===== config.mk =====
export PLATFORM = sky130hd
export DESIGN_NAME = alu_arb
export DESIGN_NICKNAME = d
export VERILOG_FILES = /design/src/rtl/alu_pkg.sv /design/src/rtl/alu32.sv /design/src/rtl/alu_arb.sv
export SDC_FILE = /design/constraint.sdc
export NUM_CORES = 1
export LEC_CHECK = 0
export ABC_AREA = 0
export CAP_MARGIN = 15
export CELL_PAD_IN_SITES_DETAIL_PLACEMENT = 0
export CELL_PAD_IN_SITES_GLOBAL_PLACEMENT = 1
export CORE_AREA = 2 2 168 170
export DETAILED_ROUTE_END_ITERATION = 12
export DIE_AREA = 0 0 170 172
export GPL_TIMING_DRIVEN = 1
export PLACE_DENSITY_LB_ADDON = 0.1
export RECOVER_POWER = 25
export SLEW_MARGIN = 0
export SYNTH_ARGS = -nofsm -noshare
export SYNTH_HDL_FRONTEND = slang
export SYNTH_SLANG_ARGS = --single-unit

===== constraint.sdc =====
create_clock -name clk -period 4.2 [get_ports clk]
set_clock_uncertainty 0.1 [all_clocks]
set_input_delay 0.42 -clock clk [delete_from_list [all_inputs] [get_ports clk]]
set_output_delay 0.42 -clock clk [all_outputs]
set_load 0.005 [all_outputs]

===== src/rtl/alu_pkg.sv =====
// Shared ALU constants: operand width default, op codes, arbiter FSM states.
package alu_pkg;

  localparam int ALU_W = 32;

  typedef enum logic [2:0] {
    OP_ADD  = 3'b000,
    OP_SUB  = 3'b001,
    OP_AND  = 3'b010,
    OP_OR   = 3'b011,
    OP_XOR  = 3'b100,
    OP_SLT  = 3'b101,
    OP_SLTU = 3'b110,
    OP_PASS = 3'b111
  } alu_op_e;

  typedef enum logic [1:0] {
    S_IDLE = 2'd0,
    S_EXEC = 2'd1,
    S_RESP = 2'd2
  } arb_state_e;

endpackage


===== src/rtl/alu32.sv =====
// Purely combinational ALU shared by both requesters of alu_arb.
module alu32
  import alu_pkg::*;
#(
  parameter int WIDTH = ALU_W
) (
  input  logic [2:0]       op,
  input  logic [WIDTH-1:0] a,
  input  logic [WIDTH-1:0] b,
  output logic [WIDTH-1:0] y,
  output logic             zero
);

  logic [WIDTH-1:0] and_v, or_v, xor_v;
  logic [WIDTH-1:0] sum_v, dif_v;
  logic             lt_s, lt_u;

  // bitwise logic built one bit cell at a time
  for (genvar i = 0; i < WIDTH; i++) begin : g_bit
    assign and_v[i] = a[i] & b[i];
    assign or_v[i]  = a[i] | b[i];
    assign xor_v[i] = a[i] ^ b[i];
  end

  // add/sub wrap naturally at WIDTH bits
  assign sum_v = a + b;
  assign dif_v = a - b;
  assign lt_s  = $signed(a) < $signed(b);
  assign lt_u  = a < b;

  // result select by op code; comparisons are zero-extended
  always_comb begin
    y = '0;
    case (op)
      OP_ADD:  y = sum_v;
      OP_SUB:  y = dif_v;
      OP_AND:  y = and_v;
      OP_OR:   y = or_v;
      OP_XOR:  y = xor_v;
      OP_SLT:  y = {{(WIDTH-1){1'b0}}, lt_s};
      OP_SLTU: y = {{(WIDTH-1){1'b0}}, lt_u};
      default: y = b;
    endcase
  end

  assign zero = ~|y;

endmodule


===== src/rtl/alu_arb.sv =====
// Two-requester round-robin front end for one shared ALU.
// One operation in flight: IDLE (grant/accept) -> EXEC (compute) -> RESP (hold result).
module alu_arb
  import alu_pkg::*;
#(
  parameter int WIDTH = ALU_W
) (
  input  logic             clk,
  input  logic             rst_n,
  input  logic             req0_valid,
  output logic             req0_ready,
  input  logic [2:0]       req0_op,
  input  logic [WIDTH-1:0] req0_a,
  input  logic [WIDTH-1:0] req0_b,
  input  logic             req1_valid,
  output logic             req1_ready,
  input  logic [2:0]       req1_op,
  input  logic [WIDTH-1:0] req1_a,
  input  logic [WIDTH-1:0] req1_b,
  output logic             resp0_valid,
  input  logic             resp0_ready,
  output logic [WIDTH-1:0] resp0_data,
  output logic             resp0_zero,
  output logic             resp1_valid,
  input  logic             resp1_ready,
  output logic [WIDTH-1:0] resp1_data,
  output logic             resp1_zero,
  output logic             busy
);

  arb_state_e       state_q, state_d;
  logic             last_q;      // id granted most recently; reset to 1 so req0 wins first tie
  logic             id_q;        // owner of the in-flight operation
  logic [2:0]       op_q;
  logic [WIDTH-1:0] a_q, b_q;
  logic [WIDTH-1:0] res_q;
  logic             zero_q;

  logic             gnt_any, gnt_id;
  logic             accept, resp_hs;
  logic [WIDTH-1:0] alu_y;
  logic             alu_zero;

  alu32 #(.WIDTH(WIDTH)) u_alu (
    .op   (op_q),
    .a    (a_q),
    .b    (b_q),
    .y    (alu_y),
    .zero (alu_zero)
  );

  // round-robin pick: on a tie the requester not granted last wins
  always_comb begin
    gnt_any = req0_valid | req1_valid;
    gnt_id  = 1'b0;
    if (req0_valid && req1_valid) gnt_id = ~last_q;
    else if (req1_valid)          gnt_id = 1'b1;
  end

  assign accept  = (state_q == S_IDLE) && gnt_any;
  assign resp_hs = (state_q == S_RESP) && (id_q ? resp1_ready : resp0_ready);

  // state register
  always_ff @(posedge clk or negedge rst_n) begin
    if (!rst_n) state_q <= S_IDLE;
    else        state_q <= state_d;
  end

  // next-state logic
  always_comb begin
    state_d = state_q;
    case (state_q)
      S_IDLE:  if (accept)  state_d = S_EXEC;
      S_EXEC:               state_d = S_RESP;
      S_RESP:  if (resp_hs) state_d = S_IDLE;
      default:              state_d = S_IDLE;
    endcase
  end

  // capture request on accept, capture ALU result at the end of EXEC
  always_ff @(posedge clk or negedge rst_n) begin
    if (!rst_n) begin
      last_q <= 1'b1;
      id_q   <= 1'b0;
      op_q   <= '0;
      a_q    <= '0;
      b_q    <= '0;
      res_q  <= '0;
      zero_q <= 1'b0;
    end else begin
      if (accept) begin
        last_q <= gnt_id;
        id_q   <= gnt_id;
        op_q   <= gnt_id ? req1_op : req0_op;
        a_q    <= gnt_id ? req1_a  : req0_a;
        b_q    <= gnt_id ? req1_b  : req0_b;
      end
      if (state_q == S_EXEC) begin
        res_q  <= alu_y;
        zero_q <= alu_zero;
      end
    end
  end

  // outputs: ready only in IDLE for the grantee, response only to the owner
  always_comb begin
    req0_ready  = accept && !gnt_id;
    req1_ready  = accept &&  gnt_id;
    resp0_valid = 1'b0;
    resp1_valid = 1'b0;
    resp0_data  = '0;
    resp1_data  = '0;
    resp0_zero  = 1'b0;
    resp1_zero  = 1'b0;
    busy        = (state_q != S_IDLE);
    if (state_q == S_RESP) begin
      if (id_q) begin
        resp1_valid = 1'b1;
        resp1_data  = res_q;
        resp1_zero  = zero_q;
      end else begin
        resp0_valid = 1'b1;
        resp0_data  = res_q;
        resp0_zero  = zero_q;
      end
    end
  end

endmodule


==> flow_summary_export.csv <==
group,metric,value,unit
clocking,numCtsBuffers,9,
logic_synthesis,ys_ff_latch,104,
timing,worst_pin_slew,1.97,ns
layout,final_net_count,1837,
routing,drt_iter0_markers,1207,
grt,overflow,0,
routing,num_vias,11600,
worst_setup_path,reg2reg_to,"zero_q",
clocking,root_buffer,"clkbuf_16",
clocking,post_cts_buffers,0,
floorplan,fp-row-count,61,
clocking,cts.sinks,104,
routing,drtPass1Iterations,6,
logic_synthesis,synthArstFlopShare,1.00,
timing,max_slew_margin,-0.311,
routing,wirelength,42300,um
placed_design,io_buffers,210,
floorplan,fp.dieH,172,um
worst_hold_path,hold-path-cell-count,2,
worst_hold_path,hold_start,"res_q[3]",
grt,antenna_found_initial,0,
timing,hold_viol_final,0,
floorplan,fp.dieW,170,um
layout,finish.instance_area,13900,um^2
timing,finalSetupViolCount,0,
worst_setup_path,critPathLaunchType,"flop",
floorplan,start_util,0.386,
layout,fillers,2702,
layout,final_layout_size_suffix_gt1_frac,0.0994,
layout,final_cell_mix,"209 x clkdlybuf4s50_1, 167 x inv_1, 120 x nand2_1",
pwr,power_density,1020,nW/um^2
logic_synthesis,synth_cell_types,74,
run,drv_cap,1,
status,status,"finished, violations left",
worst_hold_path,hold_path_end,"res_q[3]",
clocking,htreeDepth,3,
logic_synthesis,ys_warn_count,0,
timing,rsz0062_at_grt,"true",
timing,slew_viol_final,75,
logic_synthesis,synth-edff-count,0,
worst_setup_path,critPathLaunch,"a_q[1]",
logic_synthesis,synth_area_leaders,"dfrtp_1 24%, ha_1 12%, a222oi_1 6.5%",
worst_setup_path,path_cells,"inv_1 > buf_4 > fa_1 > o21ba_1 > a2111o_1 > a21o_1 > a2111o_1 > nand3_1 > xnor2_1 > a222oi_1 > a2bb2oi_2 > nor4b_2 > o2111ai_1 > o31ai_2",
pwr,peakVddDrop,0.507,mV
clocking,cts_max_path_buffers,2,
routing,vias_per_cell,5.94,
logic_synthesis,synthFlopType,"dfrtp_1",
worst_setup_path,required,4.37,ns
worst_setup_path,crit_type,"reg -> reg",
routing,drc,0,
grt,grt_max_degree,75,
clocking,ctsResizeCount,0,
worst_setup_path,slowest_stage,"a2111o_1",
logic_synthesis,synth_nets,1611,
timing,tns,0,ns
worst_setup_path,reg2reg_depth,14,
logic_synthesis,syn_inst,1369,
worst_setup_path,reg2reg_from,"a_q[1]",
placed_design,placed_cell_area,13600,um^2
floorplan,die_area,29200,um^2
timing,period_share,0.969,
clocking,clock_latency,0.37,ns
worst_setup_path,crit_arrival,4.24,ns
grt,grt_usage,0.286,
worst_setup_path,crit_top_cell,"a2111o_1",
clocking,holdBufCountCts,0,
worst_hold_path,hold_class,"reg -> reg",
floorplan,design.core.area,27500,um^2
worst_setup_path,cp_max_fo,4,
logic_synthesis,syn_area_per_cell,7.75,um^2
clocking,tritoncts,"built",
timing,fin_crit,4.07,ns
worst_setup_path,cp-end-kind,"flop",
placed_design,gp_congestion,0.970,
pwr,p_leak,6.36,nW
floorplan,io_pins,211,
placed_design,hpwlAfterDp,32200,um
logic_synthesis,syn_area,10600,um^2
clocking,clk_pin_slew,0.09,ns
layout,final_common_cell,"clkdlybuf4s50_1",
status,failed_checks,"max-capacitance violations, max-slew violations",
worst_setup_path,reg2reg_slack,0.13,ns
routing,ant_nets,0,
timing,fmax,246,MHz
grt,grt_pass1_wl,64400,um
grt,grt_pass1_vias,10800,
logic_synthesis,synth_seq_area_share,0.245,
worst_setup_path,critical_path.max_stage_delay,0.50,ns
layout,areaGrowthSynthToFinish,31.2,%
logic_synthesis,yosys.area.top_type,"dfrtp_1",
logic_synthesis,synth_top_area_frac,0.243,
layout,diodes,0,
routing,wl_per_cell,21.7,um
==> area by class of cell <==
class                      instances  area (um^2)  area share
multi-input combinational       1001         7060       0.508
timing repair buffer             312         2890       0.207
sequential                       104         2600       0.187
inverter                         167          627      0.0450
tap                              346          433      0.0311
clock buffer                      11          253      0.0182
clock inverter                     5         50.0     0.00360
==> synth_stat cells, types with 11 or more instances <==
master	instances
nor4_1	22
o22ai_1	13
o211ai_1	13
nand2_1	120
a31oi_1	11
clkbuf_1	72
nand2b_1	14
nor2b_1	11
and2_1	73
mux2_2	17
buf_2	15
inv_1	167
xnor2_1	11
a222oi_1	69
o31ai_1	21
o21ai_0	84
and3_1	11
nor3_1	26
dfrtp_1	103
a211oi_1	12
a21o_1	23
nor2_1	79
nand3_1	16
ha_1	100
a21oi_1	89
nand4_1	15
==> cell families (layout without fill, tap and decap cells) <==
logic type | Yosys count | count (layout) | share of synthesized area
flip-flops | 104 | 104 | 0.245
AO/OA/AOI/OAI | 453 | 453 | 0.308
AND/OR/NAND/NOR | 407 | 407 | 0.191
XOR/XNOR | 12 | 12 | 0.00991
adder cells (fa/ha/maj) | 102 | 102 | 0.122
buffers and inverters | 264 | 495 | 0.0962
multiplexers | 27 | 27 | 0.0275
==> flip-flops by register name (all words and copies together), names as in the netlist <==
| register | flops |
|---|---|
| id_q | 1 |
| op_q | 3 |
| state_q | 2 |
| res_q | 32 |
| a_q | 32 |
| b_q | 32 |
| last_q | 1 |
| zero_q | 1 |
==> routing by layer <==
| layer | GRT usage | wire (um) | vias up |
|---|---|---|---|
| met3 | 0.0540 | 3540 | 65 |
| met5 | 0 | 0 | - |
| met1 | 0.410 | 19600 | 5467 |
| met2 | 0.443 | 18300 | 562 |
| li1 | - | - | 5460 |
| met4 | 0.0710 | 833 | 0 |
==> report_power, final <==
group          total, mW  switching [mW]  internal (mW)
Combinational       11.3            6.76           4.50
Clock              0.899           0.453          0.446
Sequential          2.03           0.540           1.49
Total               14.2            7.75           6.44
==> worst max path at each step <==
stage                         to  slack (ns)  cells past startpoint
after CTS                 zero_q        0.09                     14
final                     zero_q        0.13                     14
after global placement    zero_q        0.12                     13
after detailed placement  zero_q        0.11                     14
after floorplan           zero_q        0.60                     14
after global routing      zero_q       -0.12                     13
==> through the flow <==
step           hold slack (ns)   util  total power, mW  std cells  worst slack (ns)
2_1_floorplan           0.0244      -             8.61       1369             0.598
3_3_place_gp             0.373  0.493             12.8       1930             0.124
3_5_place_dp             0.383  0.493             12.9       1930             0.112
4_1_cts                  0.140  0.504             13.8       1946            0.0903
5_1_grt                  0.433  0.507             15.3       1946            -0.123
6_report                 0.389  0.507             14.2       1946             0.131
==> critical path, delay by kind of cell, from the launching register on <==
family / cells / cell delay, ns
compound gates: 8 / 2.36
flops: 1 / 0.41
buf+inv: 2 / 0.23
xor+xnor: 1 / 0.06
fa+ha+maj: 1 / 0.44
simple gates: 2 / 0.37
Note: power is estimated with default switching activity, not from simulation.
